--- src/rtl/tdc_thermo_decoder_if.sv ---
// Bus bundle for tdc_thermo_decoder.
// Carries the TDC sample in, the per-sample edge position out, and the window-result handshake.
interface tdc_thermo_decoder_if #(
  parameter int TDC_WIDTH   = 32,
  parameter int WINDOW_LOG2 = 8
);
  localparam int POS_W = $clog2(TDC_WIDTH + 1);

  logic [TDC_WIDTH-1:0]         tdc_data;
  logic [POS_W-1:0]             pos;
  logic                         pos_polarity;
  logic                         pos_edge;
  logic                         pos_valid;
  logic                         start;
  logic                         busy;
  logic                         res_valid;
  logic                         res_ready;
  logic [POS_W-1:0]             res_min;
  logic [POS_W-1:0]             res_max;
  logic [POS_W+WINDOW_LOG2-1:0] res_sum;
  logic [WINDOW_LOG2:0]         res_hits;

  modport master (
    output tdc_data, start, res_ready,
    input  pos, pos_polarity, pos_edge, pos_valid, busy,
           res_valid, res_min, res_max, res_sum, res_hits
  );

  modport slave (
    input  tdc_data, start, res_ready,
    output pos, pos_polarity, pos_edge, pos_valid, busy,
           res_valid, res_min, res_max, res_sum, res_hits
  );
endinterface

--- src/rtl/tdc_thermo_decoder.sv ---
// Thermometer-to-binary decoder for a carry-chain TDC, with per-window min/max/sum/hit statistics.
// Optional majority bubble filter in stage 2 is enabled by defining TDC_BUBBLE_FILTER_EN.
module tdc_thermo_decoder #(
  parameter int TDC_WIDTH   = 32,
  parameter int WINDOW_LOG2 = 8
) (
  input logic                 clk,
  input logic                 rst,
  tdc_thermo_decoder_if.slave bus
);
  localparam int POS_W = $clog2(TDC_WIDTH + 1);
  localparam int SUM_W = POS_W + WINDOW_LOG2;
  localparam logic [POS_W-1:0] POS_NONE = POS_W'(TDC_WIDTH);

  typedef enum logic [1:0] {IDLE, RUN, DONE} state_t;

  state_t                 state;
  logic [TDC_WIDTH-1:0]   d;
  logic [TDC_WIDTH-1:0]   f;
  logic [TDC_WIDTH-1:0]   f_next;
  logic [1:0]             vld_sr;
  logic [POS_W-1:0]       pos_next;
  logic                   edge_next;
  logic [WINDOW_LOG2-1:0] cnt;
  logic [POS_W-1:0]       acc_min;
  logic [POS_W-1:0]       acc_max;
  logic [SUM_W-1:0]       acc_sum;
  logic [WINDOW_LOG2:0]   acc_hits;
  logic [POS_W-1:0]       min_next;
  logic [POS_W-1:0]       max_next;
  logic [SUM_W-1:0]       sum_next;
  logic [WINDOW_LOG2:0]   hits_next;

  // End bits have only one neighbour, so they always pass through unfiltered.
  always_comb begin
    f_next = d;
`ifdef TDC_BUBBLE_FILTER_EN
    for (int i = 1; i < TDC_WIDTH - 1; i++) begin
      f_next[i] = (d[i-1] & d[i]) | (d[i] & d[i+1]) | (d[i-1] & d[i+1]);
    end
`endif
  end

  always_comb begin
    pos_next  = POS_NONE;
    edge_next = 1'b0;
    for (int i = TDC_WIDTH - 1; i >= 1; i--) begin
      if (f[i] != f[0]) begin
        pos_next  = POS_W'(i);
        edge_next = 1'b1;
      end
    end
  end

  always_ff @(posedge clk or posedge rst) begin
    if (rst) begin
      d                <= '0;
      f                <= '0;
      vld_sr           <= '0;
      bus.pos          <= '0;
      bus.pos_polarity <= 1'b0;
      bus.pos_edge     <= 1'b0;
      bus.pos_valid    <= 1'b0;
    end else begin
      d                <= bus.tdc_data;
      f                <= f_next;
      vld_sr           <= {vld_sr[0], 1'b1};
      bus.pos          <= pos_next;
      bus.pos_polarity <= f[0];
      bus.pos_edge     <= edge_next;
      bus.pos_valid    <= vld_sr[1];
    end
  end

  // Next accumulator values including the sample currently on pos.
  always_comb begin
    min_next  = acc_min;
    max_next  = acc_max;
    sum_next  = acc_sum;
    hits_next = acc_hits;
    if (bus.pos_edge) begin
      hits_next = acc_hits + (WINDOW_LOG2 + 1)'(1);
      sum_next  = acc_sum + SUM_W'(bus.pos);
      if (bus.pos < acc_min) min_next = bus.pos;
      if (bus.pos > acc_max) max_next = bus.pos;
    end
  end

  always_ff @(posedge clk or posedge rst) begin
    if (rst) begin
      state         <= IDLE;
      cnt           <= '0;
      acc_min       <= '0;
      acc_max       <= '0;
      acc_sum       <= '0;
      acc_hits      <= '0;
      bus.busy      <= 1'b0;
      bus.res_valid <= 1'b0;
      bus.res_min   <= '0;
      bus.res_max   <= '0;
      bus.res_sum   <= '0;
      bus.res_hits  <= '0;
    end else begin
      case (state)
        IDLE: begin
          if (bus.start && bus.pos_valid) begin
            state    <= RUN;
            bus.busy <= 1'b1;
            cnt      <= '0;
            acc_min  <= POS_NONE;
            acc_max  <= '0;
            acc_sum  <= '0;
            acc_hits <= '0;
          end
        end
        RUN: begin
          cnt      <= cnt + WINDOW_LOG2'(1);
          acc_min  <= min_next;
          acc_max  <= max_next;
          acc_sum  <= sum_next;
          acc_hits <= hits_next;
          if (cnt == '1) begin
            state         <= DONE;
            bus.busy      <= 1'b0;
            bus.res_valid <= 1'b1;
            bus.res_min   <= min_next;
            bus.res_max   <= max_next;
            bus.res_sum   <= sum_next;
            bus.res_hits  <= hits_next;
          end
        end
        DONE: begin
          if (bus.res_ready) begin
            state         <= IDLE;
            bus.res_valid <= 1'b0;
          end
        end
        default: state <= IDLE;
      endcase
    end
  end
endmodule

--- src/flat_wrapper.sv ---
// flat-port wrapper written by rule: the top's interface ports become plain ports
module tdc_thermo_decoder_flat 
#(
  parameter int TDC_WIDTH   = 32,
  parameter int WINDOW_LOG2 = 8
)
  (clk, rst, bus_tdc_data, bus_start, bus_res_ready, bus_pos, bus_pos_polarity, bus_pos_edge, bus_pos_valid, bus_busy, bus_res_valid, bus_res_min, bus_res_max, bus_res_sum, bus_res_hits);
  tdc_thermo_decoder_if #(.TDC_WIDTH(TDC_WIDTH), .WINDOW_LOG2(WINDOW_LOG2)) bus_i ();
  input logic clk;
  input logic rst;
  input wire logic [$bits(bus_i.tdc_data)-1:0] bus_tdc_data;
  input wire logic [$bits(bus_i.start)-1:0] bus_start;
  input wire logic [$bits(bus_i.res_ready)-1:0] bus_res_ready;
  output wire logic [$bits(bus_i.pos)-1:0] bus_pos;
  output wire logic [$bits(bus_i.pos_polarity)-1:0] bus_pos_polarity;
  output wire logic [$bits(bus_i.pos_edge)-1:0] bus_pos_edge;
  output wire logic [$bits(bus_i.pos_valid)-1:0] bus_pos_valid;
  output wire logic [$bits(bus_i.busy)-1:0] bus_busy;
  output wire logic [$bits(bus_i.res_valid)-1:0] bus_res_valid;
  output wire logic [$bits(bus_i.res_min)-1:0] bus_res_min;
  output wire logic [$bits(bus_i.res_max)-1:0] bus_res_max;
  output wire logic [$bits(bus_i.res_sum)-1:0] bus_res_sum;
  output wire logic [$bits(bus_i.res_hits)-1:0] bus_res_hits;
  assign bus_i.tdc_data = bus_tdc_data;
  assign bus_i.start = bus_start;
  assign bus_i.res_ready = bus_res_ready;
  assign bus_pos = bus_i.pos;
  assign bus_pos_polarity = bus_i.pos_polarity;
  assign bus_pos_edge = bus_i.pos_edge;
  assign bus_pos_valid = bus_i.pos_valid;
  assign bus_busy = bus_i.busy;
  assign bus_res_valid = bus_i.res_valid;
  assign bus_res_min = bus_i.res_min;
  assign bus_res_max = bus_i.res_max;
  assign bus_res_sum = bus_i.res_sum;
  assign bus_res_hits = bus_i.res_hits;
  tdc_thermo_decoder #(.TDC_WIDTH(TDC_WIDTH), .WINDOW_LOG2(WINDOW_LOG2)) u_core (.clk(clk), .rst(rst), .bus(bus_i));
endmodule
--- config.mk ---
export PLATFORM = sky130hd
export DESIGN_NAME = tdc_thermo_decoder_flat
export DESIGN_NICKNAME = d
export VERILOG_FILES = /design/src/rtl/tdc_thermo_decoder_if.sv /design/src/rtl/tdc_thermo_decoder.sv /design/src/flat_wrapper.sv
export SDC_FILE = /design/constraint.sdc
export NUM_CORES = 1
export LEC_CHECK = 0
export CAP_MARGIN = 10
export CORE_ASPECT_RATIO = 1.5
export CORE_MARGIN = 5
export CORE_UTILIZATION = 55
export CTS_CLUSTER_DIAMETER = 50
export DETAILED_ROUTE_END_ITERATION = 10
export DONT_BUFFER_PORTS = 1
export HOLD_SLACK_MARGIN = 0.08
export PLACE_DENSITY = 0.73
export SLEW_MARGIN = 20
export SYNTH_ARGS = -nofsm -noshare
export SYNTH_HDL_FRONTEND = slang
export SYNTH_SLANG_ARGS = --single-unit
--- constraint.sdc ---
create_clock -name clk -period 5.45 [get_ports clk]
set_input_delay 1.09 -clock clk [delete_from_list [all_inputs] [get_ports clk]]
set_output_delay 1.09 -clock clk [all_outputs]
set_load 0.05 [all_outputs]
==> metrics.cfg <==
[logic_synthesis]
synth_edf_count = 0
avgSynthCellArea_sq_um = 10.50
synth_area_leaders = dfrtp_1 (57%), o21ai_0 (4.4%), a21oi_1 (3.6%)
yosysTopAreaCellShare_pct = 57.36
ys_seq_area_share_pct = 57.36
yosysUniqueCellTypes = 53
synthCells = 652
yosysTopAreaCell = dfrtp_1
yosys-top-cells-count = dfrtp_1 (157), nand2_1 (65), o21ai_0 (60)
synth_nets = 708
ys.flop_type = dfrtp_1
synth_most_common_cell = dfrtp_1
syn_area_sq_um = 6849
synth_warnings = 0
async_reset_ff_share_pct = 100.0
synth_seq_cells = 157

[placement]
place_area_sq_um = 7003
hpwlAfterDp_um = 9653
numPortBuffers = 0
gp_congestion = 0.7662
placed_cells = 792

[pwr]
peakVddDrop_v = 0.0002611
p_switching_uw = 973.1
pwr-share-clk_pct = 35.5
pwr-share-comb_pct = 20.1
power_mw = 3.193
power_density_nw_per_um2 = 421.5
p_leak_nw = 3.357
internal_power_mw = 2.220
seqPwrFrac_pct = 44.4
switching_share_pct = 30.48

[timing]
maxSlewViolCount = 0
timing.fmax_ghz = 0.3419
final_hold_viol_count = 0
whs_ns = 0.3412
rsz0062_at_grt = false
slew_headroom_pct = 38.94
tightest_slew_ns = 0.9117
setup_tns_ns = 0
period_share_pct = 53.66
setup_violations = 0
min_period_ns = 2.925
finClkSkew_ns = 0.01528

[worst_setup_path]
crit_required_ns = 5.78
worstPathArrival_ns = 3.25
crit_chain = ha_1, fa_1, a21o_1, a21oi_1, o21bai_1, a21oi_1, nand2b_1, a21oi_1, o21ai_0
worst_path_largest_cell_delay_ns = 0.65
crit_type = flip-flop to flip-flop
r2r-start = u_core.bus.pos[0]$_DFF_PP0_
timing.critical_path.fanout_max = 8
endpoint_kind = flip-flop
worstRegToRegCells = 9
reg2reg_to = u_core.acc_sum[6]$_DFFE_PP0P_
worst_path_most_repeated_cell = a21oi_1
endpoint = u_core.acc_sum[6]$_DFFE_PP0P_
r2r_setup_slack_ns = 2.53
startpoint_type = flip-flop
crit_path_top_delay_cell = dfrtp_1
critPathLaunch = u_core.bus.pos[0]$_DFF_PP0_

[drt]
ant_nets = 0
drc = 0
drt_iter0_markers = 239
routed_wl_um = 14350
wire_per_inst_um = 17.41
routed_via_density = 5.916
dr.pass1.iters = 5
vias = 4875

[global_route]
antenna_found_initial = 0
grt_max_degree = 100
grtUsageTotal_pct = 19.67
grt_pass1_vias = 4882
grt_pass1_wl_um = 23080
grt_overflow = 0

[final_layout]
fin_cells = 824
nFillCells = 933
area_growth_pct = 10.60
drive_gt1_share_pct = 7.335
fin_nets = 711
design_area_sq_um = 7575
antenna_cells = 0

[worst_hold_path]
hp-class = flip-flop to flip-flop
min_from = u_core.d[5]$_DFF_PP0_

[floorplanning]
core_area_sq_um = 12320
rows = 50
io_pins = 82
die_area_sq_um = 14830
die_w_um = 101.1
die_h_um = 146.7
start_util_pct = 55.57

[clock_network]
post-cts-setup-buffer-count = 0
cts.sinks = 157
cts_resized = 0
cts_inserted_buffers = 17
ctsHoldBuffers = 0
insertion_delay_ns = 0.43
cts_buffer_depth = 2
cts.clk_slew.worst_paths_ns = 0.06
root_buffer = clkbuf_16
tritoncts = done
cts_max_level = 4

[run]
max_cap_viol_count = 0

[outcome]
run_status = complete, no violations

-- critical path, delay by kind of cell (launching register included) --
kind	cells	cell delay (ns)
AND/OR/NAND/NOR	1	0.21
flip-flops	1	0.65
adder cells (fa/ha/maj)	2	0.79
AO/OA/AOI/OAI	6	1.17
-- area by class of cell --
type	instances	area (sq um)	area share [%]
flip-flops and latches	157	3929	51.87
multi-input cells	451	2753	36.34
clock buffers	20	456.7	6.029
well taps	156	195.2	2.577
clock inverters	12	112.6	1.487
inverters	23	91.34	1.206
repair buffers	5	37.54	0.4955
-- how the worst min path moves through the flow --
stage                                                 to  slack, ns  cells past startpoint
after floorplan           u_core.bus.pos_valid$_DFF_PP0_       0.33                      0
after global placement            u_core.f[23]$_DFF_PP0_       0.33                      0
after detailed placement          u_core.f[13]$_DFF_PP0_       0.33                      0
after CTS                          u_core.f[5]$_DFF_PP0_       0.34                      0
after global routing              u_core.f[31]$_DFF_PP0_       0.35                      0
final                              u_core.f[5]$_DFF_PP0_       0.34                      0
-- registers in the layout, indices dropped and copies added, names as in the netlist --
signal / count
u_core.bus.res_max: 6
u_core.bus.res_hits: 9
u_core.bus.pos_polarity: 1
u_core.acc_sum: 14
u_core.d: 32
u_core.bus.pos_edge: 1
u_core.acc_hits: 9
u_core.bus.res_sum: 14
u_core.acc_max: 6
u_core.f: 32
u_core.bus.pos_valid: 1
u_core.bus.res_min: 6
u_core.vld_sr: 2
u_core.acc_min: 6
u_core.bus.res_valid: 1
u_core.bus.pos: 6
u_core.cnt: 8
u_core.bus.busy: 1
u_core.state: 2
-- layout by cell type, fill, tap and decap left out, drive strengths merged, types with 2 or more instances in the layout --
cell type	instances
a21o	7
a21oi	49
a221oi	2
a22o	19
a31oi	8
and2	2
and3	10
and4	4
buf	5
clkbuf	20
clkinv	3
clkinvlp	5
dfrtp	157
ha	19
inv	26
mux2	2
mux2i	17
nand2	65
nand2b	10
nand3	18
nand4	4
nor2	53
nor2b	6
nor3	13
nor4	4
o21a	6
o21ai	68
o221ai	3
o22ai	7
o31ai	7
or2	4
or3	8
xnor2	17
xor2	4
-- layer usage --
metal	track usage, %	vias to the layer above	share of wire [%]
met2	34.83	146	54
li1	-	2315	-
met4	8.982	0	2.7
met5	0	-	0
met3	4.063	30	5.2
met1	22.23	2384	38
-- stage by stage --
stage	setup WS [ns]	util [%]
3_5_place_dp	2.543	56.82
2_1_floorplan	0.1251	-
4_1_cts	2.518	61.44
6_report	2.525	61.46
5_1_grt	2.365	61.46
3_3_place_gp	2.688	56.82
-- kinds of logic (layout without fill, tap and decap cells) --
family | Yosys count | after routing | synth area share [%]
and+or+nand+nor | 207 | 207 | 14.36
AOI/OAI and AO/OA | 183 | 183 | 16.44
DFF | 157 | 157 | 57.36
buffers and inverters | 44 | 60 | 2.521
xor gates and xnor gates | 21 | 21 | 2.685
adders and majority gates | 20 | 20 | 3.763
muxes | 19 | 19 | 2.813
other | 1 | 1 | 0.05475
-- power groups by stage --
stage	Combinational (mW)	Sequential, mW	Clock, mW
finish	0.640	1.42	1.13
global route	0.715	1.43	1.20
CTS	0.646	1.42	1.15
detailed placement	0.641	1.44	0
global placement	0.608	1.43	0
floorplan	0.515	1.40	0
Power figures use the tool's default switching activity.
